===== config.mk =====
export PLATFORM = sky130hd
export DESIGN_NAME = serializer_8b10b
export DESIGN_NICKNAME = d
export VERILOG_FILES = /design/src/rtl/serdes_8b10b_pkg.sv /design/src/rtl/encoder_8b10b.sv /design/src/rtl/serializer_8b10b.sv
export SDC_FILE = /design/constraint.sdc
export NUM_CORES = 1
export LEC_CHECK = 0
export CORE_MARGIN = 8
export CORE_UTILIZATION = 30
export DETAILED_ROUTE_END_ITERATION = 8
export HOLD_SLACK_MARGIN = 0.15
export RECOVER_POWER = 25
export SLEW_MARGIN = 20
export SYNTH_ARGS = -nofsm -noshare
export SYNTH_HDL_FRONTEND = slang
export SYNTH_SLANG_ARGS = --single-unit

===== constraint.sdc =====
create_clock -name i_Clk -period 5.3 [get_ports i_Clk]
set_input_delay 1.06 -clock i_Clk [delete_from_list [all_inputs] [get_ports i_Clk]]
set_output_delay 1.06 -clock i_Clk [all_outputs]
set_load 0.1 [all_outputs]

===== src/rtl/serdes_8b10b_pkg.sv =====
// Shared types and constants for the 8b/10b serial transmit path.
package serdes_8b10b_pkg;

    typedef enum logic {
        IDLE  = 1'b0,
        SHIFT = 1'b1
    } ser_state_t;

    // Layout is abcdei_fghj with 'a' in bit 9; bit 0 ('j') leaves the wire first.
    typedef logic [9:0] code_word_t;

    localparam int         WORD_BITS = 10;
    localparam code_word_t K28_5_RDN = 10'b0011111010;
    localparam code_word_t K28_5_RDP = 10'b1100000101;

endpackage


===== src/rtl/encoder_8b10b.sv =====
// Combinational 8b/10b encoder: data/K byte plus running disparity in, code word and new disparity out.
// k_sel supports K.28.y and K.23/27/29/30.7; other K values encode as the matching D code.
module encoder_8b10b (
    input  logic [7:0] data,
    input  logic       k_sel,
    input  logic       rd_in,
    output logic [9:0] code,
    output logic       rd_out
);

    logic [4:0] x;
    logic [2:0] y;
    logic       use_k28;
    logic [5:0] six_base;
    logic       six_unbal;
    logic       six_inv;
    logic [5:0] six;
    logic       rd_mid;
    logic       use_a7;
    logic [3:0] four_base;
    logic       four_unbal;
    logic       four_inv;
    logic [3:0] four;

    always_comb begin
        x        = data[4:0];
        y        = data[7:5];
        use_k28  = k_sel && (x == 5'd28);

        // RD- column of the 5b/6b table; the RD+ form is the complement where it differs.
        six_base = 6'b000000;
        case (x)
            5'd0:  six_base = 6'b100111;
            5'd1:  six_base = 6'b011101;
            5'd2:  six_base = 6'b101101;
            5'd3:  six_base = 6'b110001;
            5'd4:  six_base = 6'b110101;
            5'd5:  six_base = 6'b101001;
            5'd6:  six_base = 6'b011001;
            5'd7:  six_base = 6'b111000;
            5'd8:  six_base = 6'b111001;
            5'd9:  six_base = 6'b100101;
            5'd10: six_base = 6'b010101;
            5'd11: six_base = 6'b110100;
            5'd12: six_base = 6'b001101;
            5'd13: six_base = 6'b101100;
            5'd14: six_base = 6'b011100;
            5'd15: six_base = 6'b010111;
            5'd16: six_base = 6'b011011;
            5'd17: six_base = 6'b100011;
            5'd18: six_base = 6'b010011;
            5'd19: six_base = 6'b110010;
            5'd20: six_base = 6'b001011;
            5'd21: six_base = 6'b101010;
            5'd22: six_base = 6'b011010;
            5'd23: six_base = 6'b111010;
            5'd24: six_base = 6'b110011;
            5'd25: six_base = 6'b100110;
            5'd26: six_base = 6'b010110;
            5'd27: six_base = 6'b110110;
            5'd28: six_base = 6'b001110;
            5'd29: six_base = 6'b101110;
            5'd30: six_base = 6'b011110;
            5'd31: six_base = 6'b101011;
        endcase
        if (use_k28) begin
            six_base = 6'b001111;
        end

        six_unbal = ($countones(six_base) != 3);
        // D.7 is balanced but still has distinct RD-/RD+ forms.
        six_inv   = rd_in && (six_unbal || ((x == 5'd7) && !use_k28));
        six       = six_inv ? ~six_base : six_base;
        rd_mid    = rd_in ^ six_unbal;

        use_a7 = (y == 3'd7) &&
                 (k_sel ||
                  (!rd_mid && ((x == 5'd17) || (x == 5'd18) || (x == 5'd20))) ||
                  ( rd_mid && ((x == 5'd11) || (x == 5'd13) || (x == 5'd14))));

        four_base = 4'b0000;
        case (y)
            3'd0: four_base = 4'b1011;
            3'd1: four_base = 4'b1001;
            3'd2: four_base = 4'b0101;
            3'd3: four_base = 4'b1100;
            3'd4: four_base = 4'b1101;
            3'd5: four_base = 4'b1010;
            3'd6: four_base = 4'b0110;
            3'd7: four_base = use_a7 ? 4'b0111 : 4'b1110;
        endcase

        four_unbal = (y == 3'd0) || (y == 3'd4) || (y == 3'd7);
        // K codes flip the balanced 4b forms when the sub-block starts at RD-.
        four_inv   = (four_unbal || (y == 3'd3)) ? rd_mid : (k_sel && !rd_mid);
        four       = four_inv ? ~four_base : four_base;

        code   = {six, four};
        rd_out = rd_mid ^ four_unbal;
    end

endmodule


===== src/rtl/serializer_8b10b.sv =====
// 8b/10b serial transmitter: accepts bytes on valid/ready, encodes with running disparity, shifts LSB first.
// Build macro SER_IDLE_COMMA_EN: K28.5 commas fill every word boundary that has no byte to send.
module serializer_8b10b
    import serdes_8b10b_pkg::*;
#(
    parameter int CLKS_PER_BIT = 1
) (
    input  logic       i_Clk,
    input  logic       i_Rst,
    input  logic [7:0] i_Data,
    input  logic       i_Valid,
    output logic       o_Ready,
    output logic       o_Serial,
    output logic       o_Tx_Active,
    output logic       o_Word_Done,
    output logic       o_Disparity
);

    localparam int               CNT_W    = (CLKS_PER_BIT > 1) ? $clog2(CLKS_PER_BIT) : 1;
    localparam logic [CNT_W-1:0] CNT_LAST = CNT_W'(CLKS_PER_BIT - 1);
    localparam logic [3:0]       BIT_LAST = 4'(WORD_BITS - 1);

    ser_state_t       state, state_n;
    code_word_t       shreg, shreg_n;
    logic [3:0]       bit_idx, bit_idx_n;
    logic [CNT_W-1:0] cnt, cnt_n;
    logic             rd, rd_n;
    logic             word_done, word_done_n;

    logic             bit_last;
    logic             boundary;
    logic             ready;
    logic             accept;
    logic             load_comma;
    logic             load;
    code_word_t       load_word;
    logic             load_rd;
    code_word_t       enc_code;
    logic             enc_rd;

    encoder_8b10b u_encoder (
        .data   (i_Data),
        .k_sel  (1'b0),
        .rd_in  (rd),
        .code   (enc_code),
        .rd_out (enc_rd)
    );

    always_ff @(posedge i_Clk) begin
        if (i_Rst) begin
            state     <= IDLE;
            shreg     <= '0;
            bit_idx   <= '0;
            cnt       <= '0;
            rd        <= 1'b0;
            word_done <= 1'b0;
        end else begin
            state     <= state_n;
            shreg     <= shreg_n;
            bit_idx   <= bit_idx_n;
            cnt       <= cnt_n;
            rd        <= rd_n;
            word_done <= word_done_n;
        end
    end

    // Handshake: a byte transfers on a rising edge where i_Valid && o_Ready. o_Ready is high in IDLE
    // and in the last cycle of bit 9, never during reset; i_Data is ignored whenever o_Ready is low.
    always_comb begin
        bit_last = (state == SHIFT) && (bit_idx == BIT_LAST) && (cnt == CNT_LAST);
        boundary = (state == IDLE) || bit_last;
        ready    = !i_Rst && boundary;
        accept   = i_Valid && ready;
`ifdef SER_IDLE_COMMA_EN
        load_comma = ready && !i_Valid;
`else
        load_comma = 1'b0;
`endif
        load      = accept || load_comma;
        load_word = load_comma ? (rd ? K28_5_RDP : K28_5_RDN) : enc_code;
        load_rd   = load_comma ? ~rd : enc_rd;

        state_n     = state;
        shreg_n     = shreg;
        bit_idx_n   = bit_idx;
        cnt_n       = cnt;
        rd_n        = rd;
        word_done_n = 1'b0;

        case (state)
            IDLE: begin
                if (load) begin
                    state_n   = SHIFT;
                    shreg_n   = load_word;
                    bit_idx_n = '0;
                    cnt_n     = '0;
                    rd_n      = load_rd;
                end
            end
            SHIFT: begin
                if (cnt != CNT_LAST) begin
                    cnt_n = cnt + 1'b1;
                end else begin
                    cnt_n = '0;
                    if (bit_idx == BIT_LAST) begin
                        word_done_n = 1'b1;
                        if (load) begin
                            shreg_n   = load_word;
                            bit_idx_n = '0;
                            rd_n      = load_rd;
                        end else begin
                            state_n = IDLE;
                        end
                    end else begin
                        bit_idx_n = bit_idx + 4'd1;
                        shreg_n   = {1'b0, shreg[9:1]};
                    end
                end
            end
            default: state_n = IDLE;
        endcase
    end

    assign o_Ready     = ready;
    assign o_Serial    = (state == SHIFT) && shreg[0];
    assign o_Tx_Active = (state == SHIFT);
    assign o_Word_Done = word_done;
    assign o_Disparity = rd;

endmodule

==> flow_summary.json, run 1 <==
{
  "grt_pass1_vias": 1302,
  "layout_common_cells": "dfxtp_1, a21oi_1, nor2_1",
  "relSlewSlack_pct": 34.50,
  "start_util_pct": 30.39,
  "detail_route.wl_per_cell_um": 12.50,
  "htreeDepth": 1,
  "outcome": "completed",
  "dieWidth_um": 87.25,
  "cp.required_ns": 5.47,
  "antenna_cells": 0,
  "path_class": "input port to flip-flop",
  "timing.rr.start": "bit_idx[0]",
  "maxCapViolCount": 0,
  "hpwl_mm": 2.596,
  "cts_num_sinks": 17,
  "synth-warning-count": 0,
  "syn-instance-count": 186,
  "instances_no_fill": 268,
  "synth_area_per_cell_um2": 8.187,
  "fin_crit_ns": 4.830,
  "r2r_setup_slack_ns": 3.37,
  "min_period_over_period_pct": 91.12,
  "cts-root-buf": "clkbuf_8",
  "port-buffer-count": 15,
  "grt_pass1_wl_mm": 5.885,
  "async_flop_share_pct": 0,
  "cpMaxStageDelayCell": "mux4_2",
  "dr_total_vias": 1326,
  "hold_buffers": 0,
  "crit_arrival_ns": 5.00,
  "io_pins": 16,
  "max_freq_mhz": 207.1,
  "antenna_found_initial": 0,
  "cts_buffer_depth": 2,
  "dp.cells": 264,
  "end_kind": "flip-flop",
  "gp_congestion": 0.8444,
  "ys_seq_area_share_pct": 22.35,
  "layout-drive-gt1-share_pct": 10.61,
  "critPathMaxFanout": 5,
  "area_growth_pct": 17.17,
  "core_area_mm2": 0.005010,
  "hold_violations": 0,
  "cts_tree": "done",
  "rsz0062_at_grt": "no",
  "drc_errors": 0,
  "final_antenna_net_count": 0,
  "power_density_mw_per_mm2": 250.7,
  "drt-initial-drc-count": 54,
  "reg2regPathDepth": 6,
  "finalPower_mw": 0.4473,
  "synth-seq-cells": 17,
  "final_nets": 226,
  "drt-total-wl_mm": 3.350,
  "crit_path_frequent_cell": "ha_1",
  "grt_start_max_net_pins": 19,
  "insertion_delay_ns": 0.25,
  "final_core_util_pct": 35.61,
  "rows": 26,
  "layout_commonest_cell": "dfxtp_1",
  "worstHoldPathType": "flip-flop to flip-flop",
  "synth-edff-count": 0,
  "path_cells": "clkdlybuf4s50_1 -> inv_1 -> ha_1 -> mux2_2 -> mux4_2 -> ha_1 -> fa_1 -> ha_1 -> nand4bb_1 -> xor2_2 -> mux2i_1 -> mux2_1 -> a211oi_2",
  "grt_usage_pct": 9.463,
  "post-cts-setup-buffer-count": 0,
  "start_kind": "input port",
  "die_h_um": 87.25,
  "ys.flop_type": "dfxtp_1",
  "final_area_mm2": 0.001784,
  "worst_slew_pin_slew_ns": 0.9795,
  "synthesis.nets": 213,
  "endpoint": "shreg[1]",
  "clk_pin_slew_ns": 0.06,
  "fin_worst_skew_ns": 0.001295,
  "vias_per_cell": 4.948,
  "cp_slowest_stage_delay_ns": 0.50,
  "dieArea_mm2": 0.007612,
  "first_pass_iters": 4,
  "vdd_drop_max_v": 0.00008263,
  "synthesis.area_mm2": 0.001523,
  "postPlaceCellArea_mm2": 0.001739,
  "numCtsBuffers": 3,
  "synth_cell_type_count": 52,
  "crit_path_start": "i_Data[0]",
  "r2r_end": "shreg[0]",
  "setup_violations": 0,
  "grt.overflow.total": 0,
  "cts.repair.resized": 0,
  "slew_viol_final": 0,
  "power_leakage_nw": 0.6814,
  "final.setup.tns_ns": 0
}
==> worst max-delay path, delay by kind of cell <==
kind / cells / cell delay [ns]
simple gates: 1 / 0.27
buf+inv: 2 / 0.55
mux: 4 / 1.40
fa+ha+maj: 4 / 1.31
xor+xnor: 1 / 0.25
compound gates: 1 / 0.17
==> worst min path at each step <==
stage | depth (start not counted) | end | startpoint | slack, ns
after global placement | 2 | bit_idx[2] | bit_idx[2] | 0.50
after global routing | 2 | bit_idx[2] | bit_idx[2] | 0.55
after CTS | 2 | bit_idx[2] | bit_idx[2] | 0.52
after detailed placement | 2 | shreg[5] | shreg[6] | 0.50
final | 2 | bit_idx[2] | bit_idx[2] | 0.52
after floorplan | 2 | shreg[5] | shreg[6] | 0.48
==> stage by stage <==
step	hold WS (ns)	setup WS, ns
4_1_cts	0.5243	0.4502
5_1_grt	0.5512	0.1651
3_5_place_dp	0.5002	0.1931
6_report	0.5199	0.4704
2_1_floorplan	0.4782	0.8930
3_3_place_gp	0.5042	0.3100
==> cell type report <==
class | count | area [um^2]
flip-flops and latches | 17 | 340.3
inverters | 8 | 30.03
well taps | 70 | 87.58
fillers | 547 | 3226
repair buffers | 21 | 192.7
multi-input cells | 148 | 1089
clock buffers | 4 | 45.04
==> cell families (layout without fill, tap and decap cells) <==
group	count (synthesis)	count (layout)	synth area share, %
xor gates and xnor gates	12	12	7.395
and+or+nand+nor	62	62	22.10
buffers and inverters	21	33	6.163
DFF	17	17	22.35
muxes	7	7	5.587
adders and majority gates	16	16	14.13
AOI/OAI and AO/OA	51	51	22.27
==> Yosys cell counts (all sizes together), types with 4 or more instances <==
| cell | instances | share of area [%] |
|---|---|---|
| a211oi | 6 | 3.6 |
| nor2 | 15 | 3.7 |
| ha | 14 | 12 |
| o21ai | 13 | 4.5 |
| nand2 | 11 | 2.7 |
| xnor2 | 4 | 2.3 |
| buf | 7 | 2.7 |
| inv | 7 | 1.7 |
| clkbuf | 6 | 1.5 |
| xor2 | 8 | 5.1 |
| a21oi | 16 | 5.3 |
| mux2i | 4 | 2.6 |
| or3 | 4 | 1.6 |
| nor3 | 6 | 2.3 |
| dfxtp | 17 | 22 |
==> state kept, by name (all words and copies together) (netlist names) <==
signal / cells
o_Tx_Active: 1
o_Disparity: 1
bit_idx: 4
shreg: 10
o_Word_Done: 1
==> report_power, final <==
group | switching (mW) | internal (mW)
sequential | 0.0107 | 0.140
combinational | 0.115 | 0.0859
clock | 0.0419 | 0.0533
==> metal layers <==
metal / global-route usage (%) / vias up / wire [um]
li1: - / 686 / -
met1: 11.58 / 599 / 1574
met2: 15.29 / 32 / 1539
met3: 1.698 / 9 / 157
met4: 5.000 / 0 / 79
met5: 0 / - / 0
Note: power is estimated with default switching activity, not from simulation.
==> run 2: changes to the inputs <==
Settings changed: CORE_MARGIN 8 to 2, CORE_UTILIZATION 30 to 45, PLACE_DENSITY from default to 0.66.
==> flow_summary.json, run 2 (synthesis results as in run 1) <==
{
  "die_h_um": 62.17,
  "top_layer_used": "met4",
  "cts_buffer_depth": 2,
  "layout-drive-gt1-share_pct": 10.61,
  "drt-total-wl_mm": 3.098,
  "gp_congestion": 0.8701,
  "clk_pin_slew_ns": 0.09,
  "whs_path_depth": 2,
  "max_freq_mhz": 207.6,
  "path_class": "input port to flip-flop",
  "crit_arrival_ns": 5.02,
  "timing.rr.start": "bit_idx[0]",
  "vdd_drop_max_v": 0.0001801,
  "post-cts-setup-buffer-count": 0,
  "worst_slack_ns": 0.4840,
  "drc_errors": 0,
  "r2r_setup_slack_ns": 3.26,
  "port-buffer-count": 15,
  "dp_slack_ns": 0.1809,
  "cts_num_sinks": 17,
  "first_pass_iters": 4,
  "cts_tree": "done",
  "dieArea_mm2": 0.003865,
  "largest_register_ffs": 10,
  "setup_violations": 0,
  "hold_buffers": 0,
  "antenna_found_initial": 0,
  "rows": 21,
  "numCtsBuffers": 3,
  "grt_start_max_net_pins": 19,
  "layout_commonest_cell": "dfxtp_1",
  "min_period_over_period_pct": 90.87,
  "htreeDepth": 1,
  "layout_common_cells": "dfxtp_1, a21oi_1, nor2_1",
  "worst_slew_pin_slew_ns": 0.9617,
  "cts-root-buf": "clkbuf_4",
  "r2r_end": "shreg[0]",
  "slew_viol_final": 0,
  "route.met3.wl_um": 153,
  "hpwl_mm": 2.434,
  "end_kind": "flip-flop",
  "min_from": "bit_idx[2]",
  "hold_violations": 0,
  "fin_worst_skew_ns": 0.002231,
  "antenna_cells": 0,
  "power_density_mw_per_mm2": 245.2,
  "cts.repair.resized": 0,
  "wl_met2_mm": 1.434,
  "maxCapViolCount": 0,
  "start_kind": "input port",
  "area_growth_pct": 13.97,
  "drt-initial-drc-count": 71,
  "grt_pass1_wl_mm": 5.533,
  "critPathMaxFanout": 6,
  "start_util_pct": 46.36,
  "cp.required_ns": 5.51,
  "dieWidth_um": 62.17,
  "grt.overflow.total": 0,
  "rsz0062_at_grt": "no",
  "final_antenna_net_count": 0,
  "insertion_delay_ns": 0.28,
  "final_nets": 226,
  "dr_total_vias": 1348,
  "final.setup.tns_ns": 0,
  "io_pins": 16,
  "relSlewSlack_pct": 35.69,
  "vias_per_cell": 5.525,
  "core_area_mm2": 0.003284,
  "grt_usage_pct": 17.18,
  "hold_end": "bit_idx[2]",
  "detail_route.wl_per_cell_um": 12.70,
  "power_leakage_nw": 0.6732,
  "outcome": "completed",
  "fin_crit_ns": 4.816,
  "drt-met1-wl_mm": 1.498,
  "top_register": "shreg",
  "top_regs": "shreg x10, bit_idx x4",
  "grt_pass1_vias": 1291,
  "worstHoldPathType": "flip-flop to flip-flop",
  "reg2regPathDepth": 6
}
-- run 2: cell counts in the layout (fill, tap and decap cells not counted) --
Identical to the previous run, type by type.
-- run 2: layout make-up --
cell class / count / area (um^2)
Timing Repair Buffer: 21 / 192.7
Tap cell: 46 / 57.56
Fill cell: 313 / 1549
Multi-Input combinational cell: 148 / 1089
Sequential cell: 17 / 340.3
Clock buffer: 4 / 26.28
Inverter: 8 / 30.03
-- run 2: worst max path at each step --
stage / slack, ns / to / from / cells after the start
final: 0.48 / shreg[1] / i_Data[1] / 13
after global routing: 0.29 / shreg[1] / i_Data[1] / 13
after CTS: 0.48 / shreg[1] / i_Data[1] / 13
after detailed placement: 0.18 / shreg[1] / i_Data[1] / 13
after global placement: 0.29 / shreg[1] / i_Data[1] / 13
after floorplan: 0.89 / shreg[1] / i_Data[0] / 13
-- run 2: per-layer routing --
layer	global-route usage, %	up-vias
met2	28.94	32
met3	3.804	2
li1	-	684
met1	22.75	630
met4	3.333	0
met5	0	-
-- run 2: critical path, cell delays in order --
cell             delay, ns
clkdlybuf4s50_1       0.57
inv_1                 0.14
ha_1                  0.25
mux2_2                0.28
mux4_2                0.49
ha_1                  0.34
fa_1                  0.42
ha_1                  0.28
nand4bb_1             0.22
xor2_2                0.24
mux2i_1               0.23
mux2_1                0.35
a211oi_2              0.16
-- run 2: per-stage QoR --
stage | instance area, um^2 | hold WS, ns | utilization, % | total power, mW | std cells
floorplan | 1523 | 0.4782 | - | 0.3078 | 186
global placement | 1709 | 0.4958 | 52.04 | 0.3562 | 240
detailed placement | 1709 | 0.5062 | 52.04 | 0.3611 | 240
CTS | 1735 | 0.5191 | 52.84 | 0.4304 | 244
global route | 1735 | 0.5483 | 52.84 | 0.4624 | 244
finish | 1735 | 0.5146 | 52.84 | 0.4255 | 244
-- run 2: report_power, final --
part	switching [mW]	total (mW)	internal (mW)
Clock	0.0377	0.0669	0.0292
Combinational	0.118	0.207	0.0899
Sequential	0.0111	0.151	0.140
Total	0.166	0.426	0.259
==> run 3: changes to the inputs <==
Settings changed: ABC_CLOCK_PERIOD_IN_PS from default to 5300.
==> results of run 3 <==
Final layout, timing and power as in run 2 (identical DEF).
